`config.mk`:
```
export PLATFORM = sky130hd
export DESIGN_NAME = spi_target_regs
export DESIGN_NICKNAME = d
export VERILOG_FILES = /design/src/rtl/spi_target_regs.sv
export SDC_FILE = /design/constraint.sdc
export NUM_CORES = 1
export LEC_CHECK = 0
export ABC_AREA = 0
export BUFFER_PORTS_ARGS = -buffer_cell sky130_fd_sc_hd__buf_2
export CORE_MARGIN = 1
export CORE_UTILIZATION = 45
export DETAILED_ROUTE_END_ITERATION = 10
export GPL_ROUTABILITY_DRIVEN = 0
export PLACE_DENSITY = 0.63
export SLEW_MARGIN = 20
export SYNTH_ARGS = -nofsm -noshare
export SYNTH_HDL_FRONTEND = slang
export SYNTH_SLANG_ARGS = --single-unit
```
`constraint.sdc`:
```
create_clock -name Clk -period 4.5 [get_ports Clk]
set_clock_uncertainty 0.2 [all_clocks]
set_input_delay 1.125 -clock Clk [delete_from_list [all_inputs] [get_ports Clk]]
set_output_delay 1.125 -clock Clk [all_outputs]
set_load 0.005 [all_outputs]
```
`src/rtl/spi_target_regs.sv`:
```
// SPI mode-0 target exposing a 32 x 8 register file to an SPI master and a fabric read port.
// Command byte: [7:3] start address, [1] write flag; data bytes follow with address post-increment.
module spi_target_regs #(
    parameter int unsigned SYNC_STAGES = 2
) (
    input  logic       Clk,
    input  logic       Reset_n,
    input  logic       spi_sclk,
    input  logic       spi_ss_n,
    input  logic       spi_mosi,
    output logic       spi_miso,
    output logic       spi_miso_oe,
    input  logic [7:0] status_in,
    input  logic [4:0] rd_addr,
    output logic [7:0] rd_data,
    output logic       wr_strobe,
    output logic [4:0] wr_addr,
    output logic [7:0] wr_data,
    output logic       busy,
    output logic       err_abort
);
    typedef enum logic [1:0] {StIdle, StCmd, StData} state_e;

    logic [SYNC_STAGES-1:0] sclk_sync_q, ss_sync_q, mosi_sync_q;
    logic       sclk_prev_q, ss_prev_q;
    logic [1:0] settle_q;
    logic       armed_q;

    state_e     state_q, state_d;
    logic [2:0] bit_cnt_q, bit_cnt_d;
    logic [7:0] shift_q, shift_d;
    logic [7:0] miso_sr_q, miso_sr_d;
    logic [4:0] addr_q, addr_d;
    logic       is_write_q, is_write_d;
    logic       load_pend_q, load_pend_d;
    logic       wr_en, abort_d;

    logic [7:0] regs_q [32];
    logic [7:0] rd_data_q;
    logic       wr_strobe_q, err_abort_q;
    logic [4:0] wr_addr_q;
    logic [7:0] wr_data_q;

    logic       sclk_s, ss_s, mosi_s;
    logic       sclk_rise, sclk_fall, ss_fall, ss_rise, settled;
    logic [7:0] rx_byte;

    assign sclk_s    = sclk_sync_q[SYNC_STAGES-1];
    assign ss_s      = ss_sync_q[SYNC_STAGES-1];
    assign mosi_s    = mosi_sync_q[SYNC_STAGES-1];
    assign sclk_rise = sclk_s & ~sclk_prev_q;
    assign sclk_fall = ~sclk_s & sclk_prev_q;
    // A select already low when reset releases must not start a transaction.
    assign ss_fall   = armed_q & ~ss_s & ss_prev_q;
    assign ss_rise   = ss_s & ~ss_prev_q;
    assign settled   = (settle_q == 2'(SYNC_STAGES));
    assign rx_byte   = {shift_q[6:0], mosi_s};

    always_ff @(posedge Clk) begin
        if (!Reset_n) begin
            sclk_sync_q <= '0;
            ss_sync_q   <= '1;
            mosi_sync_q <= '0;
            sclk_prev_q <= 1'b0;
            ss_prev_q   <= 1'b1;
            settle_q    <= 2'd0;
            armed_q     <= 1'b0;
        end else begin
            sclk_sync_q <= {sclk_sync_q[SYNC_STAGES-2:0], spi_sclk};
            ss_sync_q   <= {ss_sync_q[SYNC_STAGES-2:0], spi_ss_n};
            mosi_sync_q <= {mosi_sync_q[SYNC_STAGES-2:0], spi_mosi};
            sclk_prev_q <= sclk_s;
            ss_prev_q   <= ss_s;
            if (!settled) settle_q <= settle_q + 2'd1;
            if (settled && ss_s) armed_q <= 1'b1;
        end
    end

    always_ff @(posedge Clk) begin
        if (!Reset_n) state_q <= StIdle;
        else          state_q <= state_d;
    end

    always_comb begin
        state_d     = state_q;
        bit_cnt_d   = bit_cnt_q;
        shift_d     = shift_q;
        miso_sr_d   = miso_sr_q;
        addr_d      = addr_q;
        is_write_d  = is_write_q;
        load_pend_d = load_pend_q;
        wr_en       = 1'b0;
        abort_d     = 1'b0;
        if (ss_fall) begin
            state_d     = StCmd;
            bit_cnt_d   = 3'd0;
            shift_d     = 8'h00;
            miso_sr_d   = status_in;
            is_write_d  = 1'b0;
            load_pend_d = 1'b0;
        end else if (ss_rise) begin
            abort_d     = (state_q != StIdle) && (bit_cnt_q != 3'd0);
            state_d     = StIdle;
            bit_cnt_d   = 3'd0;
            load_pend_d = 1'b0;
        end else if (state_q != StIdle) begin
            if (sclk_rise) begin
                shift_d   = rx_byte;
                bit_cnt_d = bit_cnt_q + 3'd1;
                if (bit_cnt_q == 3'd7) begin
                    if (state_q == StCmd) begin
                        state_d     = StData;
                        addr_d      = rx_byte[7:3];
                        is_write_d  = rx_byte[1];
                        load_pend_d = ~rx_byte[1];
                    end else if (is_write_q) begin
                        wr_en  = 1'b1;
                        addr_d = addr_q + 5'd1;
                    end else begin
                        load_pend_d = 1'b1;
                    end
                end
            end else if (sclk_fall) begin
                if (load_pend_q) begin
                    miso_sr_d   = regs_q[addr_q];
                    addr_d      = addr_q + 5'd1;
                    load_pend_d = 1'b0;
                end else begin
                    miso_sr_d = {miso_sr_q[6:0], 1'b0};
                end
            end
        end
    end

    always_ff @(posedge Clk) begin
        if (!Reset_n) begin
            bit_cnt_q   <= 3'd0;
            shift_q     <= 8'h00;
            miso_sr_q   <= 8'h00;
            addr_q      <= 5'd0;
            is_write_q  <= 1'b0;
            load_pend_q <= 1'b0;
            wr_strobe_q <= 1'b0;
            wr_addr_q   <= 5'd0;
            wr_data_q   <= 8'h00;
            err_abort_q <= 1'b0;
        end else begin
            bit_cnt_q   <= bit_cnt_d;
            shift_q     <= shift_d;
            miso_sr_q   <= miso_sr_d;
            addr_q      <= addr_d;
            is_write_q  <= is_write_d;
            load_pend_q <= load_pend_d;
            wr_strobe_q <= wr_en;
            err_abort_q <= abort_d;
            if (wr_en) begin
                wr_addr_q <= addr_q;
                wr_data_q <= rx_byte;
            end
        end
    end

    always_ff @(posedge Clk) begin
        if (!Reset_n) begin
            for (int i = 0; i < 32; i++) regs_q[i] <= 8'h00;
        end else if (wr_en) begin
            regs_q[addr_q] <= rx_byte;
        end
    end

    // Reads the pre-write array, so a same-cycle write to rd_addr returns the old value.
    always_ff @(posedge Clk) begin
        if (!Reset_n) rd_data_q <= 8'h00;
        else          rd_data_q <= regs_q[rd_addr];
    end

    assign spi_miso_oe = ~ss_s;
    assign spi_miso    = spi_miso_oe && (state_q != StIdle) &&
                         !((state_q == StData) && is_write_q) && miso_sr_q[7];
    assign rd_data     = rd_data_q;
    assign wr_strobe   = wr_strobe_q;
    assign wr_addr     = wr_addr_q;
    assign wr_data     = wr_data_q;
    assign busy        = (state_q != StIdle);
    assign err_abort   = err_abort_q;
endmodule

```
==> results.md, run 1 <==
* Worst-case reg-to-reg path depth at 7
* Max FO, Critical Path at 11
* Crit path launch type: flip-flop
* R2R Setup Slk at 0.83 ns
* Hold Crit Start: ss_sync_q[0]$_SDFF_PN1_
* Die ar. at 38,410 sq um
* Setup tns final at 0 ns
* DIE WIDTH at around 200 um
* Hold path depth at 1
* Status: complete, no violations
* Mapped cell area at 16,930 sq um
* Max-Cap Viols at 0
* Commonest cells after routing, fill and taps aside: edfxtp_1, and2_1, mux4_2
* First-pass GRT wire length at ~70 mm
* Leakage power at 6.393 nW
* Fmax achieved at 272.3 MHz
* Share of flip-flops with an asynchronous set or reset at 0%
* Min Tclk post-route at 3.673 ns
* Net Count, Synth at 1,286
* Layout cell share with drive strength beyond 1 at between 20% and 30%
* Reg area at 9026 sq um
* Fillers at 3,115
* Placement row count at 70
* # H-tree levels at 2
* Cts hold-fix bufs at 0
* CTS tree: built
* Post-synth EDFFs at 256
* WP data arrival at 3.71 ns
* Final Hold Vio Count at 0
* Final Max Slew Viols at 0
* Grt ovf at 0
* Peak supply drop at 0.2069 mV
* Hold Path Sink: ss_sync_q[1]$_SDFF_PN1_
* Synth Warn # at 0
* Post-DR vias/cell at approximately 6.1
* Count of cell types in the netlist at 65
* PwrDens at roughly 370 nW/um^2
* Setup Viol. Count Final at 0
* Worst R2R Start: sclk_prev_q$_SDFF_PN0_
* Syn Area/Cell at roughly 13 sq um
* Sequential area share after synthesis at 53.20%
* Routed Antenna Nets at 0
* Starting DRT DRC Count at 1,348
* Post-CTS sizing at 0
* Crit. End Element: flip-flop
* Worst hold-check path type: flip-flop to flip-flop
* Clock sinks at 322
* Pre-Repair DR Iteration Count at 5
* Vias in the first global route at 10,460
* Worst path required time at 4.54 ns
* Post-Syn Instances at 1,258
* Multi-input logic area at 7330 sq um
* Antenna violations before repair at 1
* Root Buffer: clkbuf_16
* Tightest Pin Transition at 1.145 ns
* PortBufs at 43
* Top FF cell, synth: edfxtp_1
* Fin util at 51.12%
* TritonCTS Buffers at 38
* Die height at 196.0 um
* Core area at ~37,000 sq um
* Setup Fix Bufs, Post-CTS at 0
* Largest net degree at the start of global routing at 68
* Setup Crit Path Kind: flip-flop to flip-flop
* Commonest non-fill, non-tap cell in the layout: edfxtp_1
* Clock network latency to the later pin of the worst-skew pair at roughly 0.53 ns
* RSZ-0062 raised after global routing: no
* Nets@finish at between 1,000 and 1,500
* GRT Overall Usage at 24.93%
* I/O pins at 44
* DR WL/cell at approximately 26 um
* Post-DP HPWL at 32.41 mm
* DR vias at 10,980
* Drt drc at 0
* P&R area growth vs syn at 11.05%
* Initial Util at 46.04%
* Total Wirelength at 47.01 mm
* Part of the cycle the worst path needs at 81.61%
* Critical R2R Capture: regs_q[7][5]$_SDFFCE_PN0P_
* Max Root-Sink Buffers at 3
* Max_slew headroom at 21.72%
* Clk pin slew, worst setup/hold paths at 0.06 ns
* #FFs+latches synth at 322
stage by stage:
stage | hold WS, ns | power, mW | instance area (sq um) | setup slack [ns] | instances
after floorplan | 0.1863 | 3.766 | 16940 | 1.222 | 1258
after global placement | 0.1932 | 3.951 | 17600 | 0.8634 | 1720
after detailed placement | 0.1943 | 3.958 | 17600 | 0.8061 | 1720
after CTS | 0.2074 | 6.890 | 18800 | 0.8488 | 1787
after global routing | 0.2205 | 7.049 | 18800 | 0.6619 | 1787
final | 0.2054 | 6.871 | 18810 | 0.8274 | 1788
how the worst max path moves through the flow:
stage	from	endpoint	slack, ns	cells past startpoint
global route	sclk_prev_q$_SDFF_PN0_	regs_q[7][0]$_SDFFCE_PN0P_	0.66	7
CTS	sclk_prev_q$_SDFF_PN0_	regs_q[7][5]$_SDFFCE_PN0P_	0.85	7
detailed placement	rd_addr[0]	rd_data[0]$_SDFF_PN0_	0.81	5
floorplan	Reset_n	regs_q[16][0]$_SDFFCE_PN0P_	1.22	5
global placement	rd_addr[0]	rd_data[0]$_SDFF_PN0_	0.86	5
finish	sclk_prev_q$_SDFF_PN0_	regs_q[7][5]$_SDFFCE_PN0P_	0.83	7
cells by family (layout without fill, tap and decap cells):
| group | after synthesis | in the layout | synth area share (%) |
|---|---|---|---|
| adder cells (fa/ha/maj) | 10 | 10 | 0.7388 |
| AND/OR/NAND/NOR | 497 | 497 | 17.15 |
| XOR/XNOR | 2 | 2 | 0.1035 |
| flip-flops | 322 | 322 | 53.20 |
| multiplexers | 173 | 173 | 19.54 |
| buffers and inverters | 112 | 173 | 3.524 |
| other | 0 | 1 | 0 |
| AO/OA/AOI/OAI | 142 | 142 | 5.748 |
where the power goes:
group / internal, mW / total (mW) / switching (mW)
registers: 3.35 / 3.45 / 0.101
clock network: 1.75 / 2.97 / 1.22
logic: 0.219 / 0.454 / 0.235
total: 5.31 / 6.87 / 1.56
registers in the layout, indices dropped and copies added (netlist names), named ones only:
register,count
addr_q,5
ss_prev_q,1
wr_addr,5
bit_cnt_q,3
err_abort,1
wr_strobe,1
sclk_sync_q,2
shift_q,7
sclk_prev_q,1
wr_data,8
regs_q,256
settle_q,2
state_q,2
ss_sync_q,2
load_pend_q,1
is_write_q,1
mosi_sync_q,2
rd_data,8
armed_q,1
miso_sr_q,8
synthesized netlist by cell type (16+ instances only):
cell / instances / share of area (%)
mux4_2: 126 / 17
dfxtp_1: 66 / 7.8
nand2_1: 79 / 1.8
mux2i_1: 46 / 2.7
nor2b_1: 55 / 2.0
buf_6: 16 / 1.1
a211oi_1: 20 / 0.89
edfxtp_1: 256 / 45
o21ai_0: 47 / 1.4
nor2_1: 31 / 0.69
buf_2: 17 / 0.50
and2_1: 233 / 8.6
a21oi_1: 23 / 0.68
clkbuf_1: 55 / 1.2
and3_1: 34 / 1.3
routing by layer:
layer  global-route usage (%)  part of all wire, %  up-vias
li1                         -                    -     4800
met1                    35.87                   43     5607
met2                    39.29                   46      488
met3                    3.576                  7.9       85
met4                    7.668                  2.9        0
met5                        0                    0        -
area by class of cell:
type,instances,area share [%]
Sequential cell,322,48.00
Timing Repair Buffer,94,3.260
Clock buffer,50,5.742
Antenna cell,1,0.01331
Tap cell,468,3.114
Inverter,12,0.2462
Multi-Input combinational cell,824,38.98
Clock inverter,17,0.6520
worst max-delay path, cell delays in order (launching register included):
cell and delay [ns]:
dfxtp_1 0.32, inv_1 0.07, ha_1 0.45, o21ai_2 0.16
nor2_1 0.70, nand4_1 0.41, o21ai_0 0.81, buf_4 0.27
Power figures use the tool's default switching activity.
==> run 2, diff against run 1 <==
Clock period 4.5 ns to 3.68 ns, I/O delays scaled along.
==> results.md, run 2 (synthesis results as in run 1) <==
* Setup Fix Bufs, Post-CTS at 0
* Placed Area at between 15,000 and 20,000 sq um
* Peak supply drop at between 0.2 and 0.3 mV
* Nets@finish at between 1,000 and 1,500
* Fmax achieved at roughly 310 MHz
* Antenna violations before repair at 1
* Critical R2R Capture: regs_q[1][0]$_SDFFCE_PN0P_
* Leakage power at 6.436 nW
* PwrDens at 442.7 nW/um^2
* CTS tree: built
* Clock sinks at 322
* Drt drc at 0
* Initial Util at between 40% and 50%
* First-pass GRT wire length at 70.86 mm
* Design Area, Final at 18,860 sq um
* Post-DP HPWL at 32.99 mm
* Status: complete, no violations
* Post-route insts no fill at approximately 1,800
* Placement row count at 70
* WHS at 0.2130 ns
* Die height at 196.0 um
* Post-DR vias/cell at 6.122
* Min Tclk post-route at approximately 3.2 ns
* Final Hold Vio Count at 0
* Multi-input logic area at 7330 sq um
* WP data arrival at 3.39 ns
* Hold path depth at 1
* Reg area at 9026 sq um
* # H-tree levels at 2
* Worst R2R Start: sclk_prev_q$_SDFF_PN0_
* Max Root-Sink Buffers at 3
* Max FFs per register at roughly 260
* P&R area growth vs syn at 11.36%
* Crit. End Element: flip-flop
* Commonest non-fill, non-tap cell in the layout: edfxtp_1
* Fin util at between 50% and 60%
* Die ar. at 38,410 sq um
* Delay-heaviest family, CP: simple AND/OR/NAND/NOR gates
* Starting DRT DRC Count at 1,398
* Routed Antenna Nets at 0
* Commonest cells after routing, fill and taps aside: edfxtp_1, and2_1, mux4_2
* Overall power at 8.349 mW
* Total Wirelength at roughly 48 mm
* I/O pins at 44
* Layout cell share with drive strength beyond 1 at 24.62%
* Number of placed instances, taps included at 1,729
* Biggest register: regs_q
* Fillers at between 3,000 and 4,000
* Max FO, Critical Path at 10
* Clock network latency to the later pin of the worst-skew pair at between 0.5 and 0.6 ns
* Crit path buf inv count at 3
* Largest net degree at the start of global routing at just over 80
* Worst setup endpoint: regs_q[1][0]$_SDFFCE_PN0P_
* Final Max Slew Viols at 0
* DR WL/cell at 26.92 um
* CP max stage delay at 0.48 ns
* Crit path depth at 9
* R2R Setup Slk at 0.48 ns
* DIE WIDTH at 196.0 um
* Worst setup path startpoint: sclk_prev_q$_SDFF_PN0_
* Number of diodes at 0
* Max-Cap Viols at 0
* Worst hold-check path type: flip-flop to flip-flop
* CP max stage cell: nor2_1
* GRT Overall Usage at 25.49%
* Crit path launch type: flip-flop
* Root Buffer: clkbuf_16
* Pre-Repair DR Iteration Count at 5
* Worst-case reg-to-reg path depth at 9
* Grt ovf at 0
* TritonCTS Buffers at 36
* Max_slew headroom at 36.44%
* Setup Crit Path Kind: flip-flop to flip-flop
* DR vias at 10,970
* Vias in the first global route at 10,730
* Post-route setup slack at 0.4827 ns
* Core area at between 30,000 and 40,000 sq um
* PortBufs at 43
* Pre-CTS setup slack at 0.4212 ns
* Tightest Pin Transition at 0.9535 ns
* Worst path required time at 3.87 ns
* Cts hold-fix bufs at 0
* Setup tns final at 0 ns
* Clk pin slew, worst setup/hold paths at about 0.06 ns
* Post-CTS sizing at 0
* Setup Viol. Count Final at 0
* RSZ-0062 raised after global routing: no
* Part of the cycle the worst path needs at 86.88%
* Cell chain of the critical path: inv_1 > ha_1 > o21ai_2 > nor2_1 > buf_4 > nand4_2 > buf_4 > nor2_1 > and2_1
[run 2: where the power goes]
part | switching, mW | internal [mW] | leakage [nW] | total (mW)
logic | 0.294 | 0.273 | 2.90 | 0.566
clock network | 1.47 | 2.10 | 0.563 | 3.56
registers | 0.129 | 4.09 | 2.97 | 4.22
total | 1.89 | 6.46 | 6.44 | 8.35
[run 2: metal layers]
layer  global-route usage, %  vias to the layer above  wire [um]
li1                        -                     4805          -
met1                   34.26                     5546      19380
met2                   42.10                      522      23450
met3                   4.401                       98       3939
met4                   8.333                        0       1470
met5                       0                        -          0
[run 2: how the worst min path moves through the flow]
stage | startpoint | end
after floorplan | ss_sync_q[0]$_SDFF_PN1_ | ss_sync_q[1]$_SDFF_PN1_
after global placement | ss_sync_q[0]$_SDFF_PN1_ | ss_sync_q[1]$_SDFF_PN1_
after detailed placement | ss_sync_q[0]$_SDFF_PN1_ | ss_sync_q[1]$_SDFF_PN1_
after CTS | ss_sync_q[0]$_SDFF_PN1_ | ss_sync_q[1]$_SDFF_PN1_
after global routing | ss_sync_q[0]$_SDFF_PN1_ | ss_sync_q[1]$_SDFF_PN1_
final | ss_sync_q[0]$_SDFF_PN1_ | ss_sync_q[1]$_SDFF_PN1_
[run 2: cell type report]
| type | count | area share [%] |
|---|---|---|
| well taps | 468 | 3.105 |
| clock inverters | 19 | 0.9620 |
| clock buffers | 44 | 5.155 |
| multi-input cells | 824 | 38.86 |
| repair buffers | 103 | 3.808 |
| flip-flops and latches | 322 | 47.86 |
| inverters | 12 | 0.2455 |
